===== src/rtl/seg7_scan_if.sv =====
// Display-bus snoop interface: the active-low seg/an bus and clear in, capture results out.
interface seg7_scan_if;
    logic [7:0]  seg;
    logic [3:0]  an;
    logic        clear;
    logic        cap_valid;
    logic [1:0]  cap_pos;
    logic [3:0]  cap_bcd;
    logic [15:0] digits;
    logic [3:0]  dp;
    logic [3:0]  blank;
    logic [3:0]  seen;
    logic        frame_valid;
    logic        err;

    modport master (
        output seg, an, clear,
        input  cap_valid, cap_pos, cap_bcd, digits, dp, blank, seen, frame_valid, err
    );

    modport slave (
        input  seg, an, clear,
        output cap_valid, cap_pos, cap_bcd, digits, dp, blank, seen, frame_valid, err
    );
endinterface


===== src/rtl/seg7_scan_capture.sv =====
// Snoops a multiplexed active-low 7-segment bus, filters each stable digit pattern and
// recovers per-position BCD, decimal point and blank state.
module seg7_scan_capture #(
    parameter int unsigned STABLE_CYCLES = 4
) (
    input  logic       clk,
    input  logic       rst,
    seg7_scan_if.slave bus
);

    typedef enum logic [1:0] {
        ST_IDLE  = 2'd0,
        ST_TRACK = 2'd1,
        ST_HOLD  = 2'd2
    } state_t;

    localparam logic [7:0] STABLE_C = 8'(STABLE_CYCLES);
    localparam logic [3:0] AN_OFF   = 4'b1111;

    // Returns {illegal, blank, bcd} for segments a..g (0 = lit).
    function automatic logic [5:0] decode_seg(input logic [6:0] s);
        logic [5:0] r;
        case (s)
            7'b0000001: r = {1'b0, 1'b0, 4'd0};
            7'b1001111: r = {1'b0, 1'b0, 4'd1};
            7'b0010010: r = {1'b0, 1'b0, 4'd2};
            7'b0000110: r = {1'b0, 1'b0, 4'd3};
            7'b1001100: r = {1'b0, 1'b0, 4'd4};
            7'b0100100: r = {1'b0, 1'b0, 4'd5};
            7'b0100000: r = {1'b0, 1'b0, 4'd6};
            7'b0001111: r = {1'b0, 1'b0, 4'd7};
            7'b0000000: r = {1'b0, 1'b0, 4'd8};
            7'b0000100: r = {1'b0, 1'b0, 4'd9};
            7'b1111111: r = {1'b0, 1'b1, 4'd0};
            default:    r = {1'b1, 1'b0, 4'hF};
        endcase
        return r;
    endfunction

    // Returns {not_one_hot, position} for an active-low anode vector.
    function automatic logic [2:0] anode_pos(input logic [3:0] a);
        logic [2:0] r;
        case (a)
            4'b1110: r = {1'b0, 2'd0};
            4'b1101: r = {1'b0, 2'd1};
            4'b1011: r = {1'b0, 2'd2};
            4'b0111: r = {1'b0, 2'd3};
            default: r = {1'b1, 2'd0};
        endcase
        return r;
    endfunction

    state_t      state_q;
    logic [11:0] samp_q, samp_d;
    logic [7:0]  count_q, count_d;
    logic        cap_valid_q, cap_valid_d;
    logic [1:0]  cap_pos_q, cap_pos_d;
    logic [3:0]  cap_bcd_q, cap_bcd_d;
    logic [15:0] digits_q, digits_d;
    logic [3:0]  dp_q, dp_d;
    logic [3:0]  blank_q, blank_d;
    logic [3:0]  seen_q, seen_d;
    logic        frame_valid_q, frame_valid_d;
    logic        err_q, err_d;

    logic [5:0]  dec_s;
    logic [2:0]  pos_info_s;
    logic [1:0]  pos_s;
    logic [3:0]  samp_an_s;
    logic        capture_s, write_s, multi_s;
    logic [3:0]  seen_set_s;
    logic        err_set_s;

    // Run-length counter over the registered {seg,an} sample.
    always_comb begin
        samp_d = {bus.seg, bus.an};
        if (samp_d != samp_q) begin
            count_d = 8'd1;
        end else if (count_q < STABLE_C) begin
            count_d = count_q + 8'd1;
        end else begin
            count_d = count_q;
        end
    end

    // Capture decode and bookkeeping for digits, seen, frame and error.
    always_comb begin
        samp_an_s  = samp_q[3:0];
        dec_s      = decode_seg(samp_q[11:5]);
        pos_info_s = anode_pos(samp_an_s);
        multi_s    = pos_info_s[2];
        pos_s      = pos_info_s[1:0];
        capture_s  = (state_q == ST_TRACK) && (samp_an_s != AN_OFF) && (count_q == STABLE_C);
        write_s    = capture_s && !multi_s;

        digits_d      = digits_q;
        dp_d          = dp_q;
        blank_d       = blank_q;
        cap_pos_d     = cap_pos_q;
        cap_bcd_d     = cap_bcd_q;
        cap_valid_d   = 1'b0;
        frame_valid_d = 1'b0;
        seen_set_s    = seen_q;
        seen_d        = seen_q;
        err_d         = err_q;

        if (write_s) begin
            digits_d[{pos_s, 2'b00} +: 4] = dec_s[3:0];
            dp_d[pos_s]    = ~samp_q[4];
            blank_d[pos_s] = dec_s[4];
            cap_pos_d      = pos_s;
            cap_bcd_d      = dec_s[3:0];
            cap_valid_d    = 1'b1;
            seen_set_s     = seen_q | (4'b0001 << pos_s);
        end else begin
            seen_set_s     = seen_q;
        end

        err_set_s = err_q | (capture_s & multi_s) | (write_s & dec_s[5]);

        // Clear overrides seen/err and masks the frame pulse even on a capture edge.
        if (bus.clear) begin
            seen_d = 4'b0000;
            err_d  = 1'b0;
        end else if (seen_set_s == 4'b1111) begin
            seen_d        = 4'b0000;
            frame_valid_d = 1'b1;
            err_d         = err_set_s;
        end else begin
            seen_d = seen_set_s;
            err_d  = err_set_s;
        end
    end

    // Sample/track/hold state machine and registered outputs.
    always_ff @(posedge clk or posedge rst) begin
        if (rst) begin
            state_q       <= ST_IDLE;
            samp_q        <= {8'hFF, 4'hF};
            count_q       <= 8'd0;
            cap_valid_q   <= 1'b0;
            cap_pos_q     <= 2'd0;
            cap_bcd_q     <= 4'd0;
            digits_q      <= 16'h0000;
            dp_q          <= 4'b0000;
            blank_q       <= 4'b0000;
            seen_q        <= 4'b0000;
            frame_valid_q <= 1'b0;
            err_q         <= 1'b0;
        end else begin
            samp_q        <= samp_d;
            count_q       <= count_d;
            cap_valid_q   <= cap_valid_d;
            cap_pos_q     <= cap_pos_d;
            cap_bcd_q     <= cap_bcd_d;
            digits_q      <= digits_d;
            dp_q          <= dp_d;
            blank_q       <= blank_d;
            seen_q        <= seen_d;
            frame_valid_q <= frame_valid_d;
            err_q         <= err_d;
            case (state_q)
                ST_IDLE: begin
                    if (samp_an_s != AN_OFF) state_q <= ST_TRACK;
                    else                     state_q <= ST_IDLE;
                end
                ST_TRACK: begin
                    if (samp_an_s == AN_OFF)       state_q <= ST_IDLE;
                    else if (count_q == STABLE_C)  state_q <= ST_HOLD;
                    else                           state_q <= ST_TRACK;
                end
                ST_HOLD: begin
                    // A count of one means the sample just changed.
                    if (count_q == 8'd1) begin
                        if (samp_an_s == AN_OFF) state_q <= ST_IDLE;
                        else                     state_q <= ST_TRACK;
                    end else begin
                        state_q <= ST_HOLD;
                    end
                end
                default: state_q <= ST_IDLE;
            endcase
        end
    end

    assign bus.cap_valid   = cap_valid_q;
    assign bus.cap_pos     = cap_pos_q;
    assign bus.cap_bcd     = cap_bcd_q;
    assign bus.digits      = digits_q;
    assign bus.dp          = dp_q;
    assign bus.blank       = blank_q;
    assign bus.seen        = seen_q;
    assign bus.frame_valid = frame_valid_q;
    assign bus.err         = err_q;

endmodule


===== src/flat_wrapper.sv =====
// flat-port wrapper written by rule: the top's interface ports become plain ports
module seg7_scan_capture_flat 
#(
    parameter int unsigned STABLE_CYCLES = 4
)
  (clk, rst, bus_seg, bus_an, bus_clear, bus_cap_valid, bus_cap_pos, bus_cap_bcd, bus_digits, bus_dp, bus_blank, bus_seen, bus_frame_valid, bus_err);
  seg7_scan_if bus_i ();
  input  logic clk;
  input  logic rst;
  input wire logic [$bits(bus_i.seg)-1:0] bus_seg;
  input wire logic [$bits(bus_i.an)-1:0] bus_an;
  input wire logic [$bits(bus_i.clear)-1:0] bus_clear;
  output wire logic [$bits(bus_i.cap_valid)-1:0] bus_cap_valid;
  output wire logic [$bits(bus_i.cap_pos)-1:0] bus_cap_pos;
  output wire logic [$bits(bus_i.cap_bcd)-1:0] bus_cap_bcd;
  output wire logic [$bits(bus_i.digits)-1:0] bus_digits;
  output wire logic [$bits(bus_i.dp)-1:0] bus_dp;
  output wire logic [$bits(bus_i.blank)-1:0] bus_blank;
  output wire logic [$bits(bus_i.seen)-1:0] bus_seen;
  output wire logic [$bits(bus_i.frame_valid)-1:0] bus_frame_valid;
  output wire logic [$bits(bus_i.err)-1:0] bus_err;
  assign bus_i.seg = bus_seg;
  assign bus_i.an = bus_an;
  assign bus_i.clear = bus_clear;
  assign bus_cap_valid = bus_i.cap_valid;
  assign bus_cap_pos = bus_i.cap_pos;
  assign bus_cap_bcd = bus_i.cap_bcd;
  assign bus_digits = bus_i.digits;
  assign bus_dp = bus_i.dp;
  assign bus_blank = bus_i.blank;
  assign bus_seen = bus_i.seen;
  assign bus_frame_valid = bus_i.frame_valid;
  assign bus_err = bus_i.err;
  seg7_scan_capture #(.STABLE_CYCLES(STABLE_CYCLES)) u_core (.clk(clk), .rst(rst), .bus(bus_i));
endmodule

===== config.mk =====
export PLATFORM = sky130hd
export DESIGN_NAME = seg7_scan_capture_flat
export DESIGN_NICKNAME = d
export VERILOG_FILES = /design/src/rtl/seg7_scan_if.sv /design/src/rtl/seg7_scan_capture.sv /design/src/flat_wrapper.sv
export SDC_FILE = /design/constraint.sdc
export NUM_CORES = 1
export LEC_CHECK = 0
export CAP_MARGIN = 20
export CORE_MARGIN = 2
export CORE_UTILIZATION = 39
export CTS_BUF_LIST = sky130_fd_sc_hd__clkbuf_8
export DETAILED_ROUTE_END_ITERATION = 8
export GPL_ROUTABILITY_DRIVEN = 0
export HOLD_SLACK_MARGIN = 0.1
export PLACE_DENSITY = 0.65
export SLEW_MARGIN = 20
export SYNTH_ARGS = -nofsm -noshare
export SYNTH_HDL_FRONTEND = slang
export SYNTH_SLANG_ARGS = --single-unit

===== constraint.sdc =====
create_clock -name clk -period 2.2 [get_ports clk]
set_clock_uncertainty 0.05 [all_clocks]
set_input_delay 0.22 -clock clk [delete_from_list [all_inputs] [get_ports clk]]
set_output_delay 0.22 -clock clk [all_outputs]
set_load 0.02 [all_outputs]

After elaboration in Yosys (flattened, before gate mapping)

Index checks and enable logic that the tools add are counted.

Bits in registers: 59
Output and inout port bits: 37

Add/subtract/negate cells: 2
Magnitude comparators: 3
Equal/unequal tests: 22
Shifts and indexed selects: 3
Mux-type cells: 22
Bitwise operators: 6
Reduce and logical (&&, ||, !) cells: 8

Operators by type and width:

| kind                                                        | count |
|---|---|
| one-hot mux 6 bit (11 select lines)                         | 1 |
| == test 7 bit (second input constant)                       | 3 |
| == test 4 bit (second input constant)                       | 5 |
| bitwise mux 16 bit                                          | 1 |
| 2-to-1 mux 8 bit                                            | 2 |
| variable shift 4 x 6 -> 16 bit (first input constant)       | 1 |
| indexed part select 4 x 6 -> 16 bit                         | 1 |
| == test 7 x 3 -> 1 bit (second input constant)              | 2 |
| == test 7 x 6 -> 1 bit (second input constant)              | 2 |
| 2-to-1 mux 4 bit                                            | 3 |
| inequality test 12 bit                                      | 1 |
| one-hot mux 3 bit (4 select lines)                          | 1 |
| adder 8 x 1 -> 8 bit (second input constant)                | 1 |
| bitwise mux 4 bit                                           | 2 |
| == test 8 x 1 -> 1 bit (second input constant)              | 1 |
| == test 8 x 3 -> 1 bit (second input constant)              | 1 |
| less-than comparator 8 x 3 -> 1 bit (second input constant) | 1 |
| == test 7 x 1 -> 1 bit (second input constant)              | 1 |
| == test 7 x 4 -> 1 bit (second input constant)              | 1 |
| == test 7 x 5 -> 1 bit (second input constant)              | 1 |
| zero test 7 bit                                             | 1 |
| 2-to-1 mux 1 bit                                            | 7 |
| 2-to-1 mux 2 bit                                            | 3 |
| negation 4 -> 6 bit                                         | 1 |
| other kinds (17)                                            | 22 |

Depth between registers and ports, before layout

Depth in word-level cells: 8
Mapped depth: 8

Least setup slack after synthesis

No wires, ideal clock.

Kind: register to register
Start point: register u_core.samp_q[3]
End point: register u_core.frame_valid_q, in the netlist u_core.bus.frame_valid
Setup time: 73 ps
Arrival: 2,073 ps
Data required time: 2,077 ps
Slack: 4 ps
Cell stages (with the launch flop): 9
Path buffers: 0
Cells stage by stage: dfstp_2 xnor2_1 nor2_1 inv_1 ha_1 nor4b_1 a31oi_1 nor4_2 nor2b_1

Word-level cells in the longest chain between the ends: 8
Elaborated cells on any way between the ends: 16
Those cells by class: eq/ne: 6; shift: 1; mux: 4; bitwise: 1; reduce/logical: 4

RTL lines:

| item                                                    | RTL line                 | source |
|---|---|---|
| start: declaration                                      | seg7_scan_capture.sv:54  | `logic [11:0] samp_q, samp_d;` |
| start signal: assignment                                | seg7_scan_capture.sv:139 | `samp_q <= {8'hFF, 4'hF};` |
| start signal: assignment                                | seg7_scan_capture.sv:151 | `samp_q <= samp_d;` |
| == test 4 x 3 -> 1 bit or == test 4 bit (tied branches) | seg7_scan_capture.sv:43  | `case (a)` |
| one-hot mux 3 bit (4 select lines) *                    | seg7_scan_capture.sv:43  |  |
| net u_core.pos_info_s[1]                                | seg7_scan_capture.sv:67  | `logic [2:0] pos_info_s;` |
| left shift 1 x 2 -> 4 bit *                             | seg7_scan_capture.sv:114 | `seen_set_s = seen_q \| (4'b0001 << pos_s);` |
| OR 4 bit *                                              | seg7_scan_capture.sv:114 |  |
| 2-to-1 mux 4 bit *                                      | seg7_scan_capture.sv:107 | `if (write_s) begin` |
| == test 4 bit *                                         | seg7_scan_capture.sv:125 | `end else if (seen_set_s == 4'b1111) begin` |
| 2-to-1 mux 1 bit *                                      | seg7_scan_capture.sv:125 |  |
| 2-to-1 mux 1 bit *                                      | seg7_scan_capture.sv:122 | `if (bus.clear) begin` |
| net u_core.frame_valid_d                                | seg7_scan_capture.sv:63  | `logic frame_valid_q, frame_valid_d;` |
| end signal: assignment                                  | seg7_scan_capture.sv:160 | `frame_valid_q <= frame_valid_d;` |
| end: declaration                                        | seg7_scan_capture.sv:63  |  |

Mark *: on every way through the listed nets, which the timed path passes. The rest lies on a longest branch.
A chain may end at the register's enable or synchronous reset.

Final worst setup path

Start point: register u_core.count_q[7]
End point: register u_core.digits_q[14], in the netlist u_core.bus.digits[14]

Word-level cells in the longest chain between the ends: 3

RTL lines:

| item                     | RTL line                 | source |
|---|---|---|
| start: declaration       | seg7_scan_capture.sv:55  | `logic [7:0] count_q, count_d;` |
| start signal: assignment | seg7_scan_capture.sv:152 | `count_q <= count_d;` |
| == test 8 x 3 -> 1 bit   | seg7_scan_capture.sv:93  | `capture_s = (state_q == ST_TRACK) && (samp_an_s != AN_OFF) && (count_q == STABLE_C);` |
| logical AND 1 bit        | seg7_scan_capture.sv:93  |  |
| logical AND 1 bit        | seg7_scan_capture.sv:94  | `write_s = capture_s && !multi_s;` |
| end signal: assignment   | seg7_scan_capture.sv:156 | `digits_q <= digits_d;` |
| end: declaration         | seg7_scan_capture.sv:59  | `logic [15:0] digits_q, digits_d;` |

Every way passes these cells.

==> qor.csv <==
stage;metric;value;unit
finish;register_area;0.00149;mm2
place;dp.cells;377;
floorplan;core;0.00676;mm2
floorplan;start_util;40.3;%
drt;vias_per_cell;5.30;
timing;slew_headroom;58.0;%
power;p_leak;1.70;nW
outcome;status;complete, no violations;
clocking;htreeDepth;3;
finish;nFillCells;579;
critical_path;worstSetupStartpointType;flip-flop;
finish;nets;343;
drt;vias;2134;
power;irDropWorstVdd;0.335;mV
critical_path;cp.required;2.41;ns
place;post-place-ws;-0.0548;ns
finish;diodes;0;
finish;multi_input_area;0.00125;mm2
yosys;synth_flop_cell;dfrtp_1;
floorplan;die_h;87.5;um
floorplan;dieArea;0.00766;mm2
worst_hold_path;min_path_type;input pin to asynchronous set/reset pin;
floorplan;die_w;87.5;um
yosys;synth_area_per_cell;11.8;um2
drt;avgRoutedWirePerCell;15.7;um
timing;setup-violations-final;0;
timing;fin_crit_sh;97.8;%
yosys;netlist_area;0.00272;mm2
global_route;grt_max_degree;33;
drt;drtIter0Drc;122;
yosys;ys_seq_area_share;54.8;%
clocking;cts_tree;yes;
place;post-dp-hpwl;4.52;mm
timing;setup_ws;0.0473;ns
job;drv_cap;0;
timing;min_period;2.15;ns
finish;instances_no_fill;403;
yosys;synth_edf_count;0;
global_route;grt_pass1_wl;9.82;mm
place;io_buffers;51;
global_route;grt_use_total;17.0;%
floorplan;rows;30;
power;power.density;627;mW/mm2
clocking;clock_latency;0.34;ns
timing;holdWs;0.264;ns
clocking;ctsHoldBuffers;0;
drt;drt-total-wl;6.32;mm
global_route;grt_overflow;0;
finish;syn2layout_area_growth;42.2;%
clocking;root_buffer;clkbuf_8;
critical_path;arrival;2.37;ns
timing;worst_pin_slew;0.623;ns
timing;hold_viol_final;0;
timing;rsz0062_at_grt;yes;
power;power;2.43;mW
clocking;cts_buffers;9;
drt;firstDrtPassIters;4;
critical_path;critPathMaxFanout;8;
yosys;ys_types;51;
critical_path;critPathCaptureType;flip-flop;
yosys;synthArstFlopShare;100;%
finish;drive_gt1_share;26.6;%
finish;fin_util;57.2;%
clocking;clk_pin_slew;0.07;ns
timing;slew_viol_final;0;
global_route;first_global_vias;1995;
drt;ant_nets;0;
yosys;syn_nets;256;
clocking;clk_path_buf_depth;2;
floorplan;io_pins;52;
yosys;synthesis.instances;231;
drt;drc;0;
critical_path;crit_type;flip-flop to flip-flop;
yosys;synth_seq_cells;59;
yosys;yosysWarnings;0;
timing;fmax;0.465;GHz
global_route;antenna_found_initial;0;
clocking;cts_sinks;59;
kinds of logic after synthesis:
logic type,count (synthesis),share of synthesized area (%)
AND/OR/NAND/NOR,76,17.1
flip-flops,59,54.8
AO/OA/AOI/OAI,45,13.0
multiplexers,7,2.71
adder cells (fa/ha/maj),10,4.60
XOR/XNOR,17,5.47
buffers and inverters,17,2.35
where the power goes:
group	switching (mW)	internal [mW]
combinational	0.0910	0.0930
sequential	0.0226	1.11
clock	0.419	0.693
total	0.533	1.89
per-layer routing:
metal	GRT usage (%)	vias up	part of all wire (%)
met5	0	-	0
met4	6.29	0	1.6
met3	4.55	9	4.7
met2	26.5	62	49
met1	22.9	1045	45
li1	-	1018	-
synthesized netlist by cell type (2+ instances only):
library cell,n,area (um2)
nand4_1,4,25.0
mux2i_1,4,40.0
and3_1,3,18.8
inv_1,13,48.8
clkbuf_1,4,15.0
and2_1,6,37.5
xor2_1,2,17.5
ha_1,10,125
mux2_2,3,33.8
nor4_2,2,25.0
nand2_1,20,75.1
a31oi_1,2,12.5
a211oi_1,2,15.0
or3_1,2,12.5
a21oi_1,2,10.0
a22o_1,9,78.8
o2bb2ai_1,8,70.1
nor2b_1,5,31.3
a41oi_1,3,26.3
nor2_1,4,15.0
dfrtp_1,47,1180
xnor2_1,15,131
o21ai_0,8,40.0
dfstp_2,12,315
or4_1,2,15.0
nand3_1,5,25.0
nor3_1,9,45.0
nand2b_1,2,12.5
sequential cells by signal (all words and copies together) (netlist names):
signal                  count
u_core.bus.digits          16
u_core.samp_q              12
u_core.count_q              8
u_core.bus.blank            4
u_core.bus.cap_bcd          4
u_core.bus.dp               4
u_core.bus.seen             4
u_core.bus.cap_pos          2
u_core.state_q              2
u_core.bus.cap_valid        1
u_core.bus.err              1
u_core.bus.frame_valid      1
cells in the final DEF (no fill, tap or decap), types with 3 or more instances in the layout:
| master | n |
|---|---|
| inv_1 | 10 |
| mux2i_1 | 4 |
| nor2b_1 | 5 |
| nor2_1 | 3 |
| nand4_1 | 4 |
| o21ai_0 | 8 |
| o2bb2ai_1 | 6 |
| and3_1 | 3 |
| dfrtp_1 | 47 |
| nand3_1 | 4 |
| nor3_1 | 9 |
| xnor2_1 | 14 |
| and2_1 | 6 |
| clkinv_2 | 3 |
| nand2_1 | 18 |
| dfstp_2 | 12 |
| clkdlybuf4s50_1 | 51 |
| ha_1 | 8 |
| mux2_2 | 3 |
| a41oi_1 | 3 |
| a22o_1 | 9 |
| clkbuf_8 | 11 |
| buf_4 | 27 |
through the flow:
| stage | TNS (ns) | cell area [um2] |
|---|---|---|
| CTS | 0 | 3700 |
| detailed placement | -0.204 | 3470 |
| floorplan | 0 | 2720 |
| finish | 0 | 3870 |
| global route | -0.294 | 3870 |
| global placement | 0 | 3470 |
worst max-delay path, stage by stage (launching register included):
cell       delay [ns]
dfrtp_1          0.37
or3_4            0.41
nor4_4           0.23
buf_6            0.17
nand3_4          0.11
or4_4            0.58
o2bb2ai_1        0.15
worst paths after layout:
path	start	to	slack [ns]	cells past startpoint
setup / recovery	u_core.count_q[7]	u_core.bus.digits[14]	0.05	6
hold / removal	rst	u_core.bus.blank[3]	0.26	2
setup reg to reg	u_core.count_q[7]	u_core.bus.digits[14]	0.05	6
hold reg to reg	u_core.bus.cap_bcd[2]	u_core.bus.cap_bcd[2]	0.43	2
max in group asynchronous	rst	u_core.bus.seen[2]	1.26	3
min in group clk	bus_seg[4]	u_core.samp_q[8]	0.28	1
area by class of cell:
type | count | share of cell area, %
sequential | 59 | 38.6
multi-input combinational | 155 | 32.4
timing repair buffer | 80 | 19.2
clock buffer | 11 | 3.91
tap | 80 | 2.59
clock inverter | 5 | 1.94
inverter | 13 | 1.36
what timing repair did:
item / in CTS / in global routing
gates resized for setup: 1 / 18
setup endpoints to repair: 4 / 23
pin swaps: 0 / 6
setup buffers: 0 / 10
Power figures use the tool's default switching activity.
